### src/rtl/fetch_if.sv
// Controller/memory-side bundle for fetch_unit. pc_trap exists only when
// FETCH_PC_WRAP_TRAP_EN is defined.
interface fetch_if;
  logic        LoadIR;
  logic        IncPC;
  logic        SelPC;
  logic        LoadPC;
  logic        z;
  logic        c;
  logic [7:0]  reg_val;
  logic [7:0]  mem_data;
  logic [7:0]  mem_addr;
  logic [3:0]  op;
  logic [3:0]  imm;
  logic        jump_taken;
  logic [15:0] fetch_cnt;
`ifdef FETCH_PC_WRAP_TRAP_EN
  logic        pc_trap;
`endif

  modport slave (
    input  LoadIR, IncPC, SelPC, LoadPC, z, c, reg_val, mem_data,
    output mem_addr, op, imm, jump_taken, fetch_cnt
`ifdef FETCH_PC_WRAP_TRAP_EN
    , output pc_trap
`endif
  );

  modport master (
    output LoadIR, IncPC, SelPC, LoadPC, z, c, reg_val, mem_data,
    input  mem_addr, op, imm, jump_taken, fetch_cnt
`ifdef FETCH_PC_WRAP_TRAP_EN
    , input pc_trap
`endif
  );
endinterface

### src/rtl/fetch_unit.sv
// Instruction fetch: PC, IR, conditional jumps and a saturating fetch counter.
// Optional sticky PC-wrap trap enabled by FETCH_PC_WRAP_TRAP_EN.
module fetch_unit (
  input  logic   clk,
  input  logic   CLB,
  fetch_if.slave bus
);
  logic [7:0]  pc_q, pc_d;
  logic [7:0]  ir_q, ir_d;
  logic [15:0] fetch_cnt_q, fetch_cnt_d;
  logic        jump_taken_q, jump_taken_d;
  logic        jump_cond;
  logic        pc_lock;
`ifdef FETCH_PC_WRAP_TRAP_EN
  logic        pc_trap_q, pc_trap_d;
`endif

  always_comb begin
    case (ir_q[7:4])
      4'h6, 4'h7: jump_cond = bus.z;
      4'h8, 4'hA: jump_cond = bus.c;
      default:    jump_cond = 1'b1;
    endcase
  end

  always_comb begin
    pc_d         = pc_q;
    ir_d         = ir_q;
    fetch_cnt_d  = fetch_cnt_q;
    jump_taken_d = 1'b0;
`ifdef FETCH_PC_WRAP_TRAP_EN
    pc_trap_d    = pc_trap_q;
    pc_lock      = pc_trap_q;
`else
    pc_lock      = 1'b0;
`endif
    if (bus.LoadIR) begin
      ir_d = bus.mem_data;
      if (fetch_cnt_q != 16'hFFFF) fetch_cnt_d = fetch_cnt_q + 16'd1;
    end
    // LoadPC wins over IncPC; a trapped PC ignores both.
    if (!pc_lock) begin
      if (bus.LoadPC) begin
        if (jump_cond) begin
          pc_d         = bus.SelPC ? bus.reg_val : {pc_q[7:4], ir_q[3:0]};
          jump_taken_d = 1'b1;
        end
      end else if (bus.IncPC) begin
`ifdef FETCH_PC_WRAP_TRAP_EN
        if (pc_q == 8'hFF) pc_trap_d = 1'b1;
        else               pc_d      = pc_q + 8'd1;
`else
        pc_d = pc_q + 8'd1;
`endif
      end
    end
  end

  always_ff @(posedge clk or negedge CLB) begin
    if (!CLB) begin
      pc_q         <= 8'h00;
      ir_q         <= 8'h00;
      fetch_cnt_q  <= 16'h0000;
      jump_taken_q <= 1'b0;
`ifdef FETCH_PC_WRAP_TRAP_EN
      pc_trap_q    <= 1'b0;
`endif
    end else begin
      pc_q         <= pc_d;
      ir_q         <= ir_d;
      fetch_cnt_q  <= fetch_cnt_d;
      jump_taken_q <= jump_taken_d;
`ifdef FETCH_PC_WRAP_TRAP_EN
      pc_trap_q    <= pc_trap_d;
`endif
    end
  end

  assign bus.mem_addr   = pc_q;
  assign bus.op         = ir_q[7:4];
  assign bus.imm        = ir_q[3:0];
  assign bus.jump_taken = jump_taken_q;
  assign bus.fetch_cnt  = fetch_cnt_q;
`ifdef FETCH_PC_WRAP_TRAP_EN
  assign bus.pc_trap    = pc_trap_q;
`endif
endmodule
### src/flat_wrapper.sv
// flat-port wrapper written by rule: the top's interface ports become plain ports
module fetch_unit_flat 
  (clk, CLB, bus_LoadIR, bus_IncPC, bus_SelPC, bus_LoadPC, bus_z, bus_c, bus_reg_val, bus_mem_data, bus_mem_addr, bus_op, bus_imm, bus_jump_taken, bus_fetch_cnt);
  fetch_if bus_i ();
  input  logic clk;
  input  logic CLB;
  input wire logic [$bits(bus_i.LoadIR)-1:0] bus_LoadIR;
  input wire logic [$bits(bus_i.IncPC)-1:0] bus_IncPC;
  input wire logic [$bits(bus_i.SelPC)-1:0] bus_SelPC;
  input wire logic [$bits(bus_i.LoadPC)-1:0] bus_LoadPC;
  input wire logic [$bits(bus_i.z)-1:0] bus_z;
  input wire logic [$bits(bus_i.c)-1:0] bus_c;
  input wire logic [$bits(bus_i.reg_val)-1:0] bus_reg_val;
  input wire logic [$bits(bus_i.mem_data)-1:0] bus_mem_data;
  output wire logic [$bits(bus_i.mem_addr)-1:0] bus_mem_addr;
  output wire logic [$bits(bus_i.op)-1:0] bus_op;
  output wire logic [$bits(bus_i.imm)-1:0] bus_imm;
  output wire logic [$bits(bus_i.jump_taken)-1:0] bus_jump_taken;
  output wire logic [$bits(bus_i.fetch_cnt)-1:0] bus_fetch_cnt;
  assign bus_i.LoadIR = bus_LoadIR;
  assign bus_i.IncPC = bus_IncPC;
  assign bus_i.SelPC = bus_SelPC;
  assign bus_i.LoadPC = bus_LoadPC;
  assign bus_i.z = bus_z;
  assign bus_i.c = bus_c;
  assign bus_i.reg_val = bus_reg_val;
  assign bus_i.mem_data = bus_mem_data;
  assign bus_mem_addr = bus_i.mem_addr;
  assign bus_op = bus_i.op;
  assign bus_imm = bus_i.imm;
  assign bus_jump_taken = bus_i.jump_taken;
  assign bus_fetch_cnt = bus_i.fetch_cnt;
  fetch_unit u_core (.clk(clk), .CLB(CLB), .bus(bus_i));
endmodule
### config.mk
export PLATFORM = sky130hd
export DESIGN_NAME = fetch_unit_flat
export DESIGN_NICKNAME = d
export VERILOG_FILES = /design/src/rtl/fetch_if.sv /design/src/rtl/fetch_unit.sv /design/src/flat_wrapper.sv
export SDC_FILE = /design/constraint.sdc
export NUM_CORES = 1
export LEC_CHECK = 0
export CAP_MARGIN = 5
export CORE_MARGIN = 10
export CORE_UTILIZATION = 49
export DETAILED_ROUTE_END_ITERATION = 7
export GPL_ROUTABILITY_DRIVEN = 0
export HOLD_SLACK_MARGIN = 0.1
export PLACE_DENSITY_LB_ADDON = 0.25
export SLEW_MARGIN = 20
export SYNTH_ARGS = -nofsm -noshare
export SYNTH_HDL_FRONTEND = slang
export SYNTH_SLANG_ARGS = --single-unit
### constraint.sdc
create_clock -name clk -period 3.35 [get_ports clk]
set_input_delay 0.67 -clock clk [delete_from_list [all_inputs] [get_ports clk]]
set_output_delay 0.67 -clock clk [all_outputs]
set_load 0.02 [all_outputs]
==> results_dict.tcl <==
set metrics [dict create \
    status "finished clean" \
    yosys.area.top_type "dfrtp_1" \
    period_minus_slack_ps 2164 \
    dominantRegCellSynth "dfrtp_1" \
    drc 0 \
    first_iter_violations 148 \
    synthSimpleGateAreaFrac_pct 23.14 \
    vdd_drop_max_mv 0.3402 \
    p_leak_nw 1.006 \
    worst-path-max-fanout 7 \
    hold_viol_final 0 \
    grt_usage_pct 15.12 \
    synthesis.area_um2 1763 \
    rsz0062_at_grt "false" \
    cts_buffer_depth 2 \
    die_x_um 79.98 \
    relSlewSlack_pct 59.98 \
    dieHeight_um 79.98 \
    crit_buf_inv 1 \
    slowest_stage "clkdlybuf4s50_1" \
    crit_chain "clkdlybuf4s50_1" \
    grt_pass1_vias 1585 \
    crit_required_ps 2680 \
    core_area_um2 3416 \
    synth_top_area_share_pct 46.84 \
    hold_class "reg2reg" \
    crit_type "reg2out" \
    syn2layout_area_growth_pct 38.04 \
    worstRegToRegCells 5 \
    crit_family "buffers and inverters" \
    clock_latency_ps 320 \
    layout_common_cells "clkdlybuf4s50_1 (56), dfrtp_1 (33), nand3_1 (15)" \
    clock_skew_ps 1.910 \
    synth-edff-count 0 \
    synth_cell_type_count 44 \
    via_per_inst 5.477 \
    grt_pass1_wl_um 7879 \
    cts_tree "done" \
    fmax_mhz 462.1 \
    period_share_pct 64.60 \
    synth-async-reset-ratio_pct 100.0 \
    layout_commonest_cell "clkdlybuf4s50_1" \
    hold_path_depth 1 \
    synth_mux_area_share_pct 13.70 \
    synth_top_family_by_area "simple AND/OR/NAND/NOR gates" \
    tightest_slew_ps 594.8 \
    syn_avg_cell_area_um2 11.02 \
    cpPeakStageDelay_ps 670 \
    nets 245 \
    vias 1457 \
    die_area_um2 6397 \
    ant_nets 0 \
    post-dp-hpwl_um 3566 \
    wire_per_inst_um 17.02 \
    drive_above_1_share_pct 14.55 \
    utilization_pct 71.25 \
    cts_inserted_buffers 5 \
    crit_path_start_kind "flop" \
    ioPinCount 57 \
    clkTransAtPathRegs_ps 100 \
    wl_um 4526 \
    arrival_ps 1490 \
    num-fill-cells 267 \
    start_util_pct 51.61 \
    p_per_area_nw_per_um2 549.9 \
    core.rowCount 21 \
    min_to "u_core.bus.fetch_cnt[2]" \
    critPathCaptureType "output port" \
    ys_seq_area_share_pct 46.84 \
    grt_max_degree 34 \
    tns_ps 0 \
    rr_startpoint "u_core.bus.fetch_cnt[0]" \
    synth_nets 186 \
    synth_compound_area_share_pct 6.742 \
    firstDrtPassIters 4 \
    antenna_found_initial 0 \
    htreeDepth 2 \
    antenna_cells 0 \
    grt-ovfl-total 0 \
    synth_fa_ha_area_share_pct 1.419 \
    cts_root_buf "clkbuf_4" \
    syn_inst 160 \
    synthXorXnorAreaFrac_pct 5.465 \
    setup_viol_count_final 0 \
    r2r_setup_slack_ps 1500 \
    cts.sinks 33 \
    max-cap-violations 0 \
    rr_endpoint "u_core.bus.fetch_cnt[1]" \
    ctsHoldBuffers 0 \
    synth_seq_cells 33 \
    port_buffers 56 \
    yosysWarnings 0 \
    cts_resized 0 \
    final_max_slew_viol_count 0 \
    worstHoldStart "u_core.bus.fetch_cnt[2]" \
    yosys-top-cells-area "dfrtp_1 (47%), mux2_2 (8.3%), xnor2_1 (5.0%)" \
    postCtsSetupBuffers 0 \
]
==> cell type report <==
cell class | count | area, um^2 | area share [%]
Tap cell | 46 | 57.56 | 2.365
Clock buffer | 7 | 65.06 | 2.674
Inverter | 4 | 15.01 | 0.6170
Clock inverter | 1 | 5.005 | 0.2057
Multi-Input combinational cell | 117 | 889.6 | 36.56
Timing Repair Buffer | 58 | 575.6 | 23.65
Sequential cell | 33 | 825.8 | 33.93
==> routing by layer <==
metal,share of wire [%],global-route usage [%]
met1,42,18.09
met2,51,25.12
met3,6.3,4.730
met4,0.80,4.754
met5,0,0
==> cells in the mapped netlist (all sizes together), types with 2 or more instances <==
library cell  number
nand2b             3
inv                4
nand3             15
buf                4
mux2i              8
and3               7
o221ai             3
clkbuf             2
o21ai              2
mux2              14
a21oi              3
a211oi             2
nor4b              2
nor2b              4
a31oi              2
dfrtp             33
nand2              7
nand4             10
nor3               3
ha                 2
xnor2             10
nor2               4
==> sequential cells by signal, indices dropped and copies added, names as in the netlist <==
name	flops
u_core.ir_q	8
u_core.bus.fetch_cnt	16
u_core.bus.mem_addr	8
u_core.bus.jump_taken	1
==> where the power goes <==
group          internal [mW]  switching [mW]
Sequential             0.474           0.104
Combinational          0.268           0.240
Clock                  0.122           0.131
==> stage by stage <==
| step | worst slack (ps) | cell area (um^2) | total power [mW] | hold slack, ps | std cells |
|---|---|---|---|---|---|
| 2_1_floorplan | 1468 | 1763 | 0.8434 | 374.4 | 160 |
| 3_3_place_gp | 946.9 | 2364 | 1.075 | 504.5 | 258 |
| 3_5_place_dp | 925.7 | 2364 | 1.098 | 520.8 | 258 |
| 4_1_cts | 1174 | 2434 | 1.352 | 539.4 | 266 |
| 5_1_grt | 1117 | 2434 | 1.429 | 579.4 | 266 |
| 6_report | 1186 | 2434 | 1.338 | 536.8 | 266 |
==> cell families (layout without fill, tap and decap cells) <==
kind of cell / after synthesis / after routing
and+or+nand+nor: 65 / 65
DFF: 33 / 33
muxes: 22 / 22
AOI/OAI and AO/OA: 17 / 17
xor gates and xnor gates: 11 / 11
buffers and inverters: 10 / 70
adders and majority gates: 2 / 2
==> how the worst max path moves through the flow <==
| stage | startpoint | to | slack (ps) | depth (start not counted) |
|---|---|---|---|---|
| global route | u_core.bus.fetch_cnt[6] | bus_fetch_cnt[6] | 1120 | 1 |
| CTS | u_core.bus.fetch_cnt[6] | bus_fetch_cnt[6] | 1170 | 1 |
| floorplan | u_core.bus.fetch_cnt[0] | u_core.bus.fetch_cnt[1] | 1470 | 6 |
| finish | u_core.bus.fetch_cnt[6] | bus_fetch_cnt[6] | 1190 | 1 |
| global placement | bus_c | u_core.bus.mem_addr[6] | 950 | 5 |
| detailed placement | bus_z | u_core.bus.mem_addr[6] | 930 | 5 |
Power figures use the tool's default switching activity.
